### src/rtl/imem_loader_if.sv
`default_nettype none
// ============================================================================
// Module      : imem_loader_if
// Description : Byte-stream input and instruction-store write port of the
//               instruction-memory loader, plus its status signals.
// Revision    : 1.0 - initial release
// ============================================================================
interface imem_loader_if #(
    parameter int ADDR_W = 8
) ();
    logic              start;
    logic [7:0]        in_data;
    logic              in_valid;
    logic              in_ready;
    logic              mem_we;
    logic [ADDR_W-1:0] mem_addr;
    logic [31:0]       mem_wdata;
    logic              cpu_hold;
    logic              done;
    logic              error;
    logic [ADDR_W:0]   words_loaded;

    modport master (
        output start, in_data, in_valid,
        input  in_ready, mem_we, mem_addr, mem_wdata,
        input  cpu_hold, done, error, words_loaded
    );

    modport slave (
        input  start, in_data, in_valid,
        output in_ready, mem_we, mem_addr, mem_wdata,
        output cpu_hold, done, error, words_loaded
    );
endinterface
`default_nettype wire

### src/rtl/imem_loader.sv
`default_nettype none
// ============================================================================
// Module      : imem_loader
// Description : Packs a framed byte stream (16-bit word count, MSB-first data
//               words, XOR checksum) into 32-bit instruction-store writes.
// Revision    : 1.0 - initial release
// ============================================================================
module imem_loader #(
    parameter int ADDR_W = 8,
    parameter int DEPTH  = 256
) (
    input  logic            clk,
    input  logic            rst_n,
    imem_loader_if.slave    bus
);

    localparam logic [2:0] c_st_idle   = 3'd0;
    localparam logic [2:0] c_st_hdr_hi = 3'd1;
    localparam logic [2:0] c_st_hdr_lo = 3'd2;
    localparam logic [2:0] c_st_data   = 3'd3;
    localparam logic [2:0] c_st_write  = 3'd4;
    localparam logic [2:0] c_st_check  = 3'd5;
    localparam logic [2:0] c_st_done   = 3'd6;
    localparam logic [2:0] c_st_err    = 3'd7;

    localparam logic [16:0] c_depth = 17'(DEPTH);

    logic [2:0]        r_state;
    logic [2:0]        w_state_nxt;
    logic [15:0]       r_count;
    logic [23:0]       r_shift;
    logic [1:0]        r_byte_idx;
    logic [7:0]        r_xor;
    logic [ADDR_W-1:0] r_addr;
    logic [ADDR_W:0]   r_words;
    logic [ADDR_W-1:0] r_mem_addr;
    logic [31:0]       r_mem_wdata;

    logic              w_in_ready;
    logic              w_mem_we;
    logic              w_cpu_hold;
    logic              w_done;
    logic              w_error;
    logic              w_xfer;
    logic              w_start_ok;
    logic [15:0]       w_count_full;
    logic [ADDR_W:0]   w_words_inc;
    logic              w_last_word;

    assign w_xfer       = bus.in_valid && w_in_ready;
    assign w_start_ok   = bus.start && ((r_state == c_st_idle) ||
                                        (r_state == c_st_done) ||
                                        (r_state == c_st_err));
    assign w_count_full = {r_count[15:8], bus.in_data};
    assign w_words_inc  = r_words + 1'b1;
    assign w_last_word  = (16'(w_words_inc) == r_count);

    always_ff @(posedge clk or negedge rst_n) begin
        if (!rst_n) begin
            r_state <= c_st_idle;
        end else begin
            r_state <= w_state_nxt;
        end
    end

    always_comb begin
        w_state_nxt = r_state;
        w_in_ready  = 1'b0;
        w_mem_we    = 1'b0;
        w_cpu_hold  = 1'b0;
        w_done      = 1'b0;
        w_error     = 1'b0;
        case (r_state)
            c_st_idle: begin
                if (bus.start) w_state_nxt = c_st_hdr_hi;
            end
            c_st_hdr_hi: begin
                w_in_ready = 1'b1;
                w_cpu_hold = 1'b1;
                if (w_xfer) w_state_nxt = c_st_hdr_lo;
            end
            c_st_hdr_lo: begin
                w_in_ready = 1'b1;
                w_cpu_hold = 1'b1;
                if (w_xfer) begin
                    if ({1'b0, w_count_full} > c_depth) w_state_nxt = c_st_err;
                    else if (w_count_full == 16'd0)     w_state_nxt = c_st_check;
                    else                                w_state_nxt = c_st_data;
                end
            end
            c_st_data: begin
                w_in_ready = 1'b1;
                w_cpu_hold = 1'b1;
                if (w_xfer && (r_byte_idx == 2'd3)) w_state_nxt = c_st_write;
            end
            c_st_write: begin
                w_mem_we    = 1'b1;
                w_cpu_hold  = 1'b1;
                w_state_nxt = w_last_word ? c_st_check : c_st_data;
            end
            c_st_check: begin
                w_in_ready = 1'b1;
                w_cpu_hold = 1'b1;
                if (w_xfer) w_state_nxt = (bus.in_data == r_xor) ? c_st_done : c_st_err;
            end
            c_st_done: begin
                w_done = 1'b1;
                if (bus.start) w_state_nxt = c_st_hdr_hi;
            end
            c_st_err: begin
                w_error = 1'b1;
                if (bus.start) w_state_nxt = c_st_hdr_hi;
            end
            default: w_state_nxt = c_st_idle;
        endcase
    end

    // Write port registers are loaded on the 4th data byte so they are valid
    // during WRITE and then hold until the next word.
    always_ff @(posedge clk or negedge rst_n) begin
        if (!rst_n) begin
            r_count     <= '0;
            r_shift     <= '0;
            r_byte_idx  <= '0;
            r_xor       <= '0;
            r_addr      <= '0;
            r_words     <= '0;
            r_mem_addr  <= '0;
            r_mem_wdata <= '0;
        end else if (w_start_ok) begin
            r_byte_idx <= '0;
            r_xor      <= '0;
            r_addr     <= '0;
            r_words    <= '0;
        end else begin
            if (w_xfer && (r_state != c_st_check)) begin
                r_xor <= r_xor ^ bus.in_data;
            end
            if (w_xfer && (r_state == c_st_hdr_hi)) r_count[15:8] <= bus.in_data;
            if (w_xfer && (r_state == c_st_hdr_lo)) r_count[7:0]  <= bus.in_data;
            if (w_xfer && (r_state == c_st_data)) begin
                r_shift    <= {r_shift[15:0], bus.in_data};
                r_byte_idx <= r_byte_idx + 2'd1;
                if (r_byte_idx == 2'd3) begin
                    r_mem_wdata <= {r_shift, bus.in_data};
                    r_mem_addr  <= r_addr;
                end
            end
            if (r_state == c_st_write) begin
                r_addr  <= r_addr + 1'b1;
                r_words <= w_words_inc;
            end
        end
    end

    assign bus.in_ready     = w_in_ready;
    assign bus.mem_we       = w_mem_we;
    assign bus.mem_addr     = r_mem_addr;
    assign bus.mem_wdata    = r_mem_wdata;
    assign bus.cpu_hold     = w_cpu_hold;
    assign bus.done         = w_done;
    assign bus.error        = w_error;
    assign bus.words_loaded = r_words;

endmodule
`default_nettype wire

### src/flat_wrapper.sv
// flat-port wrapper written by rule: the top's interface ports become plain ports
module imem_loader_flat 
#(
    parameter int ADDR_W = 8,
    parameter int DEPTH  = 256
)
  (clk, rst_n, bus_start, bus_in_data, bus_in_valid, bus_in_ready, bus_mem_we, bus_mem_addr, bus_mem_wdata, bus_cpu_hold, bus_done, bus_error, bus_words_loaded);
  imem_loader_if #(.ADDR_W(ADDR_W)) bus_i ();
  input  logic clk;
  input  logic rst_n;
  input wire logic [$bits(bus_i.start)-1:0] bus_start;
  input wire logic [$bits(bus_i.in_data)-1:0] bus_in_data;
  input wire logic [$bits(bus_i.in_valid)-1:0] bus_in_valid;
  output wire logic [$bits(bus_i.in_ready)-1:0] bus_in_ready;
  output wire logic [$bits(bus_i.mem_we)-1:0] bus_mem_we;
  output wire logic [$bits(bus_i.mem_addr)-1:0] bus_mem_addr;
  output wire logic [$bits(bus_i.mem_wdata)-1:0] bus_mem_wdata;
  output wire logic [$bits(bus_i.cpu_hold)-1:0] bus_cpu_hold;
  output wire logic [$bits(bus_i.done)-1:0] bus_done;
  output wire logic [$bits(bus_i.error)-1:0] bus_error;
  output wire logic [$bits(bus_i.words_loaded)-1:0] bus_words_loaded;
  assign bus_i.start = bus_start;
  assign bus_i.in_data = bus_in_data;
  assign bus_i.in_valid = bus_in_valid;
  assign bus_in_ready = bus_i.in_ready;
  assign bus_mem_we = bus_i.mem_we;
  assign bus_mem_addr = bus_i.mem_addr;
  assign bus_mem_wdata = bus_i.mem_wdata;
  assign bus_cpu_hold = bus_i.cpu_hold;
  assign bus_done = bus_i.done;
  assign bus_error = bus_i.error;
  assign bus_words_loaded = bus_i.words_loaded;
  imem_loader #(.ADDR_W(ADDR_W), .DEPTH(DEPTH)) u_core (.clk(clk), .rst_n(rst_n), .bus(bus_i));
endmodule
### config.mk
export PLATFORM = sky130hd
export DESIGN_NAME = imem_loader_flat
export DESIGN_NICKNAME = d
export VERILOG_FILES = /design/src/rtl/imem_loader_if.sv /design/src/rtl/imem_loader.sv /design/src/flat_wrapper.sv
export SDC_FILE = /design/constraint.sdc
export NUM_CORES = 1
export LEC_CHECK = 0
export ABC_AREA = 1
export BUFFER_PORTS_ARGS = -buffer_cell sky130_fd_sc_hd__buf_2
export CAP_MARGIN = 5
export CELL_PAD_IN_SITES_DETAIL_PLACEMENT = 0
export CELL_PAD_IN_SITES_GLOBAL_PLACEMENT = 1
export CORE_MARGIN = 2
export CORE_UTILIZATION = 41
export CTS_BUF_LIST = sky130_fd_sc_hd__clkbuf_4
export DETAILED_ROUTE_END_ITERATION = 8
export HOLD_SLACK_MARGIN = 0.05
export PLACE_DENSITY_LB_ADDON = 0.3
export SLEW_MARGIN = 15
export SYNTH_ARGS = -nofsm -noshare
export SYNTH_HDL_FRONTEND = slang
export SYNTH_SLANG_ARGS = --single-unit
### constraint.sdc
create_clock -name clk -period 1.8 [get_ports clk]
set_clock_uncertainty 0.2 [all_clocks]
set_input_delay 0.18 -clock clk [delete_from_list [all_inputs] [get_ports clk]]
set_output_delay 0.18 -clock clk [all_outputs]
set_load 0.02 [all_outputs]
# Yosys cells after proc, flatten, opt, wreduce, memory -nomap -nowiden
# Index checks and enable logic that the tools add are counted.
[word_totals] register_bits=110 inputBits=12 out_inout_bits=54 elab_cells=77
[classes] add_sub_neg=3 magnitude_cmp=1 eq_ne=16 muxes=23 bitwise_logic=2 n_reduce_logical=22
[op_table] cell="two-way mux 8 bit" count=4
[op_table] cell="two-way mux 3 bit" count=8
[op_table] cell="two-way mux 9 bit" count=2
[op_table] cell="one-hot mux 3 bit (6 select lines)" count=1
[op_table] cell="equality test 9 x 16 -> 1 bit" count=1
[op_table] cell="> comparator 16 x 9 -> 1 bit (second input constant)" count=1
[op_table] cell="logical NOT 16 bit" count=1
[op_table] cell="equality test 3 bit (second input constant)" count=4
[op_table] cell="inequality test 2 x 1 -> 1 bit (second input constant)" count=5
[op_table] cell="adder 9 x 1 -> 9 bit (second input constant)" count=1
[op_table] cell="adder 8 x 1 -> 8 bit (second input constant)" count=1
[op_table] cell="equality test 8 bit" count=1
[op_table] cell="bitwise XOR 8 bit" count=1
[op_table] cell="logical AND 1 bit" count=7
[op_table] cell="equality test 3 x 2 -> 1 bit (second input constant)" count=2
[op_table] cell="two-way mux 1 bit" count=6
[op_table] cell="AND reduction 2 bit" count=3
[op_table] cell="nonzero test 2 bit" count=3
[op_table] cell="AND reduction 5 bit" count=1
[op_table] cell="OR reduction 5 bit" count=1
[op_table] cell="two-way mux 2 bit" count=2
[op_table] cell="OR reduction 4 bit" count=1
[op_table] cell="equality test 3 x 1 -> 1 bit (second input constant)" count=1
[op_table] cell="logical NOT 3 bit" count=1
[op_table] cell="7 further kinds" count=8

# Logic depth before layout (Yosys ltp)
[logic_depth] depth_word=7 depth_mapped=13 mapped_depth_nobuf=13

# Worst setup path before layout
# Ideal clock, no wire load.
[synth_path] path_kind="register to register" from="register u_core.r_words[0] (netlist: u_core.bus.words_loaded[0])" to="register u_core.r_state[1]" setup_time_ns=0.124 arrival_time_ns=1.476 required_ns=1.476 path_slack_ns=-0.001 path_stages_with_launch=13 path_buffers=0 synth_period_minus_slack_ns=1.801 path_cell_list="dfrtp_1 -> ha_1 -> inv_1 -> nand2_1 -> nand2_1 -> nor2_1 -> nand2_1 -> nor2_1 -> nand3_1 -> nor2_1 -> nand3_1 -> nand2_1 -> a21oi_1"
[synth_via] elab_chain_cells=4
[synth_lines] element="from (decl)" line_no="imem_loader.sv:35" source="logic [ADDR_W:0] r_words;"
[synth_lines] element="from (signal assigned)" line_no="imem_loader.sv:151" source="r_words <= w_words_inc;"
[synth_lines] element="adder 9 x 1 -> 9 bit" line_no="imem_loader.sv:55" source="assign w_words_inc = r_words + 1'b1;"
[synth_lines] element="equality test 9 x 16 -> 1 bit" line_no="imem_loader.sv:56" source="assign w_last_word = (16'(w_words_inc) == r_count);"
[synth_lines] element="two-way mux 3 bit" line_no="imem_loader.sv:99" source="w_state_nxt = w_last_word ? c_st_check : c_st_data;"
[synth_lines] element="one-hot mux 3 bit (6 select lines)" line_no="imem_loader.sv:73" source="case (r_state)"
[synth_lines] element="to (signal assigned)" line_no="imem_loader.sv:60" source="r_state <= c_st_idle;"
[synth_lines] element="to (signal assigned)" line_no="imem_loader.sv:62" source="r_state <= w_state_nxt;"
[synth_lines] element="to (decl)" line_no="imem_loader.sv:28" source="logic [2:0] r_state;"
# Every way passes these cells.
# A chain may end at the register's enable or synchronous reset.

# Worst setup path after layout
[layout_path] from="register u_core.r_state[1]" to="output bus_cpu_hold"
[layout_via] elab_chain_cells=3 elab_cells_between_ends=7 classes_between="eq/ne (5); mux (1); reduce/logical (1)"
[layout_lines] element="equality test 3 bit (tied with other cells)" line_no="imem_loader.sv:73"
[layout_lines] element="OR reduction 5 bit (no line) (*)"
[layout_lines] element="two-way mux 1 bit (*)" line_no="imem_loader.sv:73"
[layout_lines] element="to (decl)" line_no="flat_wrapper.sv:18" source="output wire logic [$bits(bus_i.cpu_hold)-1:0] bus_cpu_hold;"
# Mark *: on every way between the ends. The rest lies on a longest branch, timed or not.

==> results.json <==
{
  "status": "finished, violations left",
  "violations": "negative setup slack",
  "seqPwrFrac_pct": 39.9,
  "finalCriticalPeriod_ns": 2.01,
  "viasPerCell": 4.95,
  "dp.cells": 794,
  "powerDensity_nw_per_um2": 1480,
  "cts_root_buf": "clkbuf_4",
  "syn2layout_area_growth_pct": 36.4,
  "syn_area_per_cell_um2": 8.74,
  "fin_nets": 714,
  "worstSetupStartpoint": "u_core.r_state[1]$_DFFE_PN0P_",
  "io_buffers": 65,
  "min_to": "u_core.r_shift[15]$_DFFE_PN0P_",
  "critPathRequiredTime_ns": 1.42,
  "cts_sinks": 110,
  "cp_num_buf_inv": 4,
  "hp-class": "register to register",
  "r2r_end": "u_core.bus.mem_wdata[25]$_DFFE_PN0P_",
  "grt_antenna_before_repair": 0,
  "final_cell_mix": "nand2_1, dfrtp_1, inv_1, buf_2, o21ai_0",
  "die_area_um2": 12900,
  "ys_seq_area_share_pct": 55.9,
  "whs_path_depth": 2,
  "drt_wl_total_um": 12900,
  "netSwitchingPower_uw": 4170,
  "antenna_cells": 0,
  "grt_usage_pct": 18.9,
  "worstSetupPathType": "register to primary output",
  "critPathArrivalTime_ns": 1.63,
  "fp.dieH_um": 114,
  "synth_seq_cells": 110,
  "worstSetupStartpointType": "register",
  "reg2reg_depth": 9,
  "clock_latency_ns": 0.48,
  "syn_area_um2": 4930,
  "fill_cells": 1044,
  "worstHoldStart": "u_core.r_shift[7]$_DFFE_PN0P_",
  "vias": 4204,
  "setup_viol": 67,
  "r2r_setup_slack_ns": -0.18,
  "drive_gt1_share_pct": 33.2,
  "clkTransAtPathRegs_ns": 0.16,
  "place_ws_ns": -0.0343,
  "fin_ws_ns": -0.211,
  "grt_pass1_vias": 3876,
  "leakage_uw": 0.00349,
  "io-pin-count": 66,
  "cts_tree": "done",
  "layout_commonest_cell": "nand2_1",
  "fmax_mhz": 497,
  "cap_violations": 0,
  "crit_top_cell": "buf_6",
  "dpl.hpwl_um": 8220,
  "placementRows": 40,
  "hold_violations": 0,
  "yosysUniqueCellTypes": 30,
  "critPathMaxFanout": 3,
  "drt_iter0_markers": 188,
  "fin_crit_sh_pct": 112,
  "r2r_start": "u_core.r_state[1]$_DFFE_PN0P_",
  "dr.pass1.iters": 5,
  "slowest_stage": "dfrtp_1",
  "ir_drop_uv": 666,
  "drc_errors": 0,
  "wl_per_cell_um": 15.1,
  "rsz0062_at_grt": "true",
  "switching_share_pct": 42.0,
  "finalNonFillerCells": 849,
  "drv_slew": 0,
  "core-area_um2": 11900,
  "ys_warn_count": 0,
  "grt_max_degree": 43,
  "cts_htree_levels": 3,
  "path_delay_family": "flip-flops",
  "synth_fp_nets": 580,
  "crit_path_max_incr_delay_ns": 0.44,
  "initial_utilization_pct": 41.6,
  "overflow": 0,
  "worst_pin_slew_ns": 0.490,
  "grt_pass1_wl_um": 19200,
  "clock_path_buffers": 2,
  "intPower_uw": 5750,
  "maxSlewHeadroom_pct": 67.3,
  "gp_congestion": 0.832,
  "postSynthCellCount": 564,
  "path_cells": "buf_6 > buf_6 > ha_4 > inv_2 > nand2_2 > buf_6",
  "die_x_um": 114,
  "clockPowerShare_pct": 12.4,
  "fin_tns_setup_ns": -6.19,
  "cts_buffers": 9,
  "crit_path_end_kind": "primary output",
  "ant_nets": 0,
  "power.share.combinational_pct": 47.8
}
## through the flow
| stage | hold slack [ns] | total power, µW | instance area, µm² | utilization, % |
|---|---|---|---|---|
| after floorplan | -0.316 | 6270 | 4930 | - |
| after global placement | -0.0567 | 7550 | 5680 | 47.9 |
| after detailed placement | -0.0484 | 7630 | 5680 | 47.9 |
| after CTS | 0.275 | 9200 | 6090 | 51.3 |
| after global routing | 0.282 | 10600 | 6720 | 56.7 |
| final | 0.300 | 9920 | 6720 | 56.7 |
## worst register-to-register path: stages (launching register included)
cell,delay [ns]
dfrtp_1,0.43
buf_6,0.13
buf_4,0.11
nand2_4,0.06
nor2_4,0.12
inv_2,0.07
nor2_8,0.17
nand2_8,0.11
clkbuf_16,0.19
mux2_4,0.29
## repair_timing
action,CTS,global route
resized for setup,32,151
endpoints found under the setup margin,8,76
cloned,0,10
pin swaps,9,12
endpoints found under the hold margin,154,0
hold buffers,12,0
buffers inserted,6,13
## per-layer routing
layer | vias to the layer above | wire length [µm] | global-route usage [%]
li1 | 2088 | - | -
met1 | 2024 | 5910 | 26.6
met2 | 77 | 6270 | 29.3
met3 | 15 | 505 | 3.83
met4 | 0 | 173 | 6.59
met5 | - | 0 | 0
## power groups by stage
| stage | logic, µW | clock network [µW] | registers (µW) |
|---|---|---|---|
| final | 4740 | 1230 | 3950 |
| after global routing | 5220 | 1350 | 4060 |
| after CTS | 4010 | 1270 | 3920 |
| after detailed placement | 3660 | 0 | 3970 |
| after global placement | 3600 | 0 | 3950 |
| after floorplan | 2010 | 0 | 4260 |
## final cells by class
type | count | area [µm²] | area share, %
clock inverter | 6 | 63.8 | 0.949
clock buffer | 9 | 67.6 | 1.01
sequential | 110 | 2750 | 41.0
multi-input combinational | 354 | 2070 | 30.8
timing repair buffer | 137 | 1220 | 18.1
timing repair inverter | 3 | 36.3 | 0.540
inverter | 83 | 329 | 4.89
tap | 147 | 184 | 2.74
## flip-flops by register name (all words and copies together), names as in the netlist
name / flops
u_core.bus.words_loaded: 9
u_core.r_count: 16
u_core.r_byte_idx: 2
u_core.r_state: 3
u_core.r_xor: 8
u_core.bus.mem_wdata: 32
u_core.r_shift: 24
u_core.bus.mem_addr: 8
u_core.r_addr: 8
## kinds of logic after synthesis
group	share of synthesized area, %
muxes	2.67
AOI/OAI and AO/OA	11.9
buffers and inverters	8.15
and+or+nand+nor	19.0
adders and majority gates	1.02
xor gates and xnor gates	1.42
DFF	55.9
## cell usage after synthesis (all sizes together)
| cell type | instances | area share, % |
|---|---|---|
| buf | 7 | 0.99 |
| nor3 | 3 | 0.53 |
| nand4 | 8 | 1.0 |
| o211ai | 1 | 0.15 |
| nand3 | 33 | 3.4 |
| xor2 | 8 | 1.4 |
| dfrtp | 110 | 56 |
| a22oi | 2 | 0.30 |
| clkbuf | 11 | 0.84 |
| nand2 | 143 | 11 |
| o22ai | 1 | 0.13 |
| nand3b | 2 | 0.30 |
| mux2 | 9 | 2.7 |
| nor2 | 28 | 2.7 |
| o21ai | 96 | 9.7 |
| ha | 4 | 1.0 |
| inv | 83 | 6.3 |
| a21oi | 15 | 1.6 |
## how the worst max path moves through the flow
| stage | endpoint | slack, ns | cells past startpoint |
|---|---|---|---|
| 2_1_floorplan | u_core.r_state[1]$_DFFE_PN0P_ | 0.02 | 12 |
| 3_3_place_gp | u_core.r_state[1]$_DFFE_PN0P_ | 0.02 | 12 |
| 3_5_place_dp | u_core.r_state[1]$_DFFE_PN0P_ | -0.03 | 12 |
| 4_1_cts | bus_mem_we | -0.22 | 7 |
| 5_1_grt | bus_cpu_hold | -0.29 | 6 |
| 6_report | bus_cpu_hold | -0.21 | 6 |
Power figures use the tool's default switching activity.
